<file path="config.mk">
export PLATFORM = sky130hd
export DESIGN_NAME = shift_sequencer
export DESIGN_NICKNAME = d
export VERILOG_FILES = /design/src/rtl/shift_sequencer.sv
export SDC_FILE = /design/constraint.sdc
export NUM_CORES = 1
export LEC_CHECK = 0
export CAP_MARGIN = 10
export CORE_MARGIN = 8
export CORE_UTILIZATION = 32
export DETAILED_ROUTE_END_ITERATION = 8
export PLACE_DENSITY = 0.69
export SLEW_MARGIN = 25
export SYNTH_ARGS = -nofsm -noshare
export SYNTH_HDL_FRONTEND = slang
export SYNTH_SLANG_ARGS = --single-unit
</file>
<file path="constraint.sdc">
create_clock -name CLK -period 1.9 [get_ports CLK]
set_clock_uncertainty 0.15 [all_clocks]
set_input_delay 0.19 -clock CLK [delete_from_list [all_inputs] [get_ports CLK]]
set_output_delay 0.19 -clock CLK [all_outputs]
set_load 0.03 [all_outputs]
</file>
<file path="src/rtl/shift_sequencer.sv">
// Multi-cycle driver for the MIC-1 shifter: loops one operand through the shifter
// a requested number of times and returns the result over a valid/ready port.
module shift_sequencer #(
  parameter int WIDTH = 32,
  parameter int CNT_W = 5
) (
  input  logic             CLK,
  input  logic             RST_n,
  input  logic             REQ_valid,
  output logic             REQ_ready,
  input  logic [WIDTH-1:0] REQ_data,
  input  logic [1:0]       REQ_op,
  input  logic [CNT_W-1:0] REQ_amt,
  output logic [WIDTH-1:0] ALU_out,
  output logic [1:0]       SET,
  input  logic [WIDTH-1:0] Shift,
  output logic             RSP_valid,
  input  logic             RSP_ready,
  output logic [WIDTH-1:0] RSP_data,
  output logic             RSP_err
);

  typedef enum logic [1:0] {
    S_IDLE = 2'b00,
    S_RUN  = 2'b01,
    S_DONE = 2'b10
  } state_t;

  localparam logic [CNT_W-1:0] CNT_ONE  = CNT_W'(1);
  localparam logic [CNT_W-1:0] CNT_ZERO = CNT_W'(0);

  state_t           r_state;
  logic [WIDTH-1:0] r_acc;
  logic [1:0]       r_op;
  logic [CNT_W-1:0] r_cnt;
  logic             r_err;

  state_t           w_state_nxt;
  logic [WIDTH-1:0] w_acc_nxt;
  logic [1:0]       w_op_nxt;
  logic [CNT_W-1:0] w_cnt_nxt;
  logic             w_err_nxt;

  // State and datapath registers
  always_ff @(posedge CLK or negedge RST_n) begin
    if (!RST_n) begin
      r_state <= S_IDLE;
      r_acc   <= {WIDTH{1'b0}};
      r_op    <= 2'b00;
      r_cnt   <= CNT_ZERO;
      r_err   <= 1'b0;
    end else begin
      r_state <= w_state_nxt;
      r_acc   <= w_acc_nxt;
      r_op    <= w_op_nxt;
      r_cnt   <= w_cnt_nxt;
      r_err   <= w_err_nxt;
    end
  end

  // Next-state and datapath update; Shift is only consumed while in RUN
  always_comb begin
    w_state_nxt = r_state;
    w_acc_nxt   = r_acc;
    w_op_nxt    = r_op;
    w_cnt_nxt   = r_cnt;
    w_err_nxt   = r_err;
    case (r_state)
      S_IDLE: begin
        if (REQ_valid) begin
          w_acc_nxt = REQ_data;
          w_op_nxt  = REQ_op;
          w_cnt_nxt = REQ_amt;
          if (REQ_op == 2'b11) begin
            w_err_nxt   = 1'b1;
            w_state_nxt = S_DONE;
          end else if ((REQ_op == 2'b00) || (REQ_amt == CNT_ZERO)) begin
            w_err_nxt   = 1'b0;
            w_state_nxt = S_DONE;
          end else begin
            w_err_nxt   = 1'b0;
            w_state_nxt = S_RUN;
          end
        end else begin
          w_state_nxt = S_IDLE;
        end
      end
      S_RUN: begin
        w_acc_nxt = Shift;
        w_cnt_nxt = r_cnt - CNT_ONE;
        if (r_cnt == CNT_ONE) begin
          w_state_nxt = S_DONE;
        end else begin
          w_state_nxt = S_RUN;
        end
      end
      S_DONE: begin
        if (RSP_ready) begin
          w_err_nxt   = 1'b0;
          w_state_nxt = S_IDLE;
        end else begin
          w_state_nxt = S_DONE;
        end
      end
      default: begin
        w_state_nxt = S_IDLE;
      end
    endcase
  end

  // Outputs decode directly from registered state; SET is only non-zero in RUN
  always_comb begin
    REQ_ready = (r_state == S_IDLE);
    RSP_valid = (r_state == S_DONE);
    ALU_out   = r_acc;
    RSP_data  = r_acc;
    RSP_err   = r_err;
    if (r_state == S_RUN) begin
      SET = r_op;
    end else begin
      SET = 2'b00;
    end
  end

endmodule

</file>
==> metrics.md <==
| Metric | Value |
|---|---|
| Min-Delay Path Class | `in2async` |
| Initial DRT Pass Iterations | `4` |
| Inserted Diodes | `0` |
| Worst slew pin tran | `0.548 ns` |
| Maximum VDD drop | `0.883 mV` |
| Starting Density | `0.327` |
| Core ar. | `0.00721 mm²` |
| # nets final | `434` |
| Top cell type's share of synthesized area | `0.445` |
| Final ANT Viol Nets | `0` |
| Flops & latches, synth | `42` |
| Crit path max fanout | `35` |
| Yosys synthesis warning count | `0` |
| Crit path DAT | `1.45 ns` |
| Clock Path Buffers | `2` |
| First-pass GRT wire length | `12700 µm` |
| Post-CTS Setup Repair Bufs | `0` |
| Mapped Area | `0.00236 mm²` |
| Worst rel slew slack | `0.635` |
| Setup crit start kind | `flop` |
| Iteration-0 DRC Markers | `66` |
| Peak Freq | `560 MHz` |
| # fillers | `683` |
| EDFF count, synth | `0` |
| CTS Buf Count | `5` |
| Pwr Density | `1900 mW/mm²` |
| Final Hold Fails | `0` |
| Root Buffer | `clkbuf_8` |
| Post-detail-place hpwl | `6030 µm` |
| CTS H-tree depth | `2` |
| Max-slew violations | `0` |
| CTS tree | `built` |
| Port Buffers | `143` |
| Register area share after synthesis | `0.445` |
| Worst-Skew Late Latency | `0.29 ns` |
| Cell variety after synth | `35` |
| P_leak | `1.45 nW` |
| Synth area leaders | `dfrtp_1 44%, o22ai_1 17%, buf_4 11%` |
| Setup Viol. Count Final | `0` |
| Critical path class | `reg2out` |
| Hold slack | `0.266 ns` |
| Clock transition at path regs | `0.08 ns` |
| DR vias | `2366` |
| Die Span X | `102 µm` |
| Vias in the first global route | `2500` |
| Tmin final | `1.79 ns` |
| RSZ-0062 raised after global routing | `no` |
| Largest net degree at the start of global routing | `42` |
| Clock sink count | `42` |
| Syn Inst Count | `250` |
| Gpl congestion | `0.854` |
| Commonest cells in the netlist | `65 x o22ai_1, 42 x dfrtp_1, 36 x a21oi_1, 36 x buf_4, 10 x clkbuf_1` |
| Initial antenna violation count | `0` |
| Cell with the most instances after synthesis | `o22ai_1` |
| Drc violations | `0` |
| WL/cell | `18.0 µm` |
| Drt total wl | `8230 µm` |
| Ys async rst share | `1.00` |
| IO Pins | `144` |
| Layout area overhead | `59.5%` |
| Die height | `102 µm` |
| Cell taking the most area after synthesis | `dfrtp_1` |
| Crit path capture type | `output port` |
| Max-Cap Viols | `0` |
| Setup TNS | `0 ns` |
| Row count | `31` |
| Syn_area_per_cell | `9.45 µm²` |
| Total grt overflow | `0` |
| Critical Path RT | `1.56 ns` |
| Status | `complete, no violations` |
| Period Utilization, post-route | `0.940` |
| Avg Vias per Cell | `5.18` |
| Gr usage total | `0.153` |
| Layout cells sized above 1 | `0.0698` |
| Post-Syn Nets | `327` |
| Primary FF master, synth | `dfrtp_1` |
| Die area | `0.0104 mm²` |
## registers in the layout, summed over array words and instances (netlist names)
signal / count
r_cnt: 5
r_state: 2
r_op: 2
ALU_out: 32
RSP_err: 1
## worst paths after layout
kind,cells past startpoint,start,endpoint,slack [ns]
worst max-delay path,5,r_state[1]$_DFF_PN0_,RSP_valid,0.11
worst min-delay path,2,RST_n,ALU_out[25]$_DFFE_PN0P_,0.27
worst max register to register,5,r_cnt[0]$_DFFE_PN0P_,r_cnt[4]$_DFFE_PN0P_,0.13
worst min register to register,1,r_op[1]$_DFFE_PN0P_,r_op[1]$_DFFE_PN0P_,0.38
max in group asynchronous,3,RST_n,ALU_out[7]$_DFFE_PN0P_,0.83
min in group CLK,3,Shift[27],ALU_out[27]$_DFFE_PN0P_,0.34
## area by class of cell
type	instances	area, µm²	share of cell area
clock buffers	7	86.3	0.0229
inverters	6	22.5	0.00598
repair buffers	154	1530	0.407
flip-flops and latches	42	1050	0.279
multi-input cells	148	946	0.251
well taps	99	124	0.0329
clock inverters	1	5.00	0.00133
## metrics by stage
stage                     area [µm²]  power (mW)  worst slack [ns]  std cells  utilization
final                           3770        7.16             0.115        457        0.522
after global placement          3660        6.54             0.136        448        0.508
after global routing            3770        7.59            0.0234        457        0.522
after CTS                       3760        7.23           0.00791        457        0.521
after floorplan                 2360        5.02             0.186        250            -
after detailed placement        3660        6.63            0.0738        448        0.508
## worst max-delay path, cell delays in order (launching register included)
cell and delay (ns):
dfrtp_1 0.38, buf_4 0.19, clkinv_1 0.06, buf_6 0.26, nor2_1 0.07, buf_4 0.17
## layer usage
metal / up-vias / GRT usage / part of all wire
met3: 6 / 0.0531 / 0.091
met4: 0 / 0.0327 / 0.0072
li1: 1131 / - / -
met2: 95 / 0.268 / 0.50
met5: - / 0 / 0
met1: 1134 / 0.176 / 0.40
## layout by cell type (no fill, tap or decap), drive strengths merged, types with 2 or more instances in the layout
master / instances
nand2b: 5
nor2: 7
ha: 2
o2111ai: 2
mux2: 3
nand3b: 2
a21oi: 36
clkinv: 2
clkdlybuf4s50: 138
o22ai: 65
nor2b: 2
inv: 5
dfrtp: 42
a2bb2oi: 2
nor3b: 2
dlygate4sd2: 3
clkbuf: 7
o21ai: 4
and2: 2
buf: 12
## cell families (layout without fill, tap and decap cells)
family,after synthesis,after routing,synth area share
AOI/OAI and AO/OA,117,117,0.303
xor gates and xnor gates,1,1,0.00371
adders and majority gates,2,2,0.0106
buffers and inverters,60,168,0.157
DFF,42,42,0.445
muxes,4,4,0.0185
and+or+nand+nor,24,24,0.0625
## report_power, final
group	internal, mW	total (mW)	switching [mW]
registers	1.35	1.83	0.475
clock network	0.294	0.599	0.305
logic	2.01	4.73	2.72
## timing repair
item,in CTS,in global routing
setup endpoints to repair,3,2
hold endpoints to repair,21,0
resized for setup,3,2
hold buffers,1,0
Note: power is estimated with default switching activity, not from simulation.
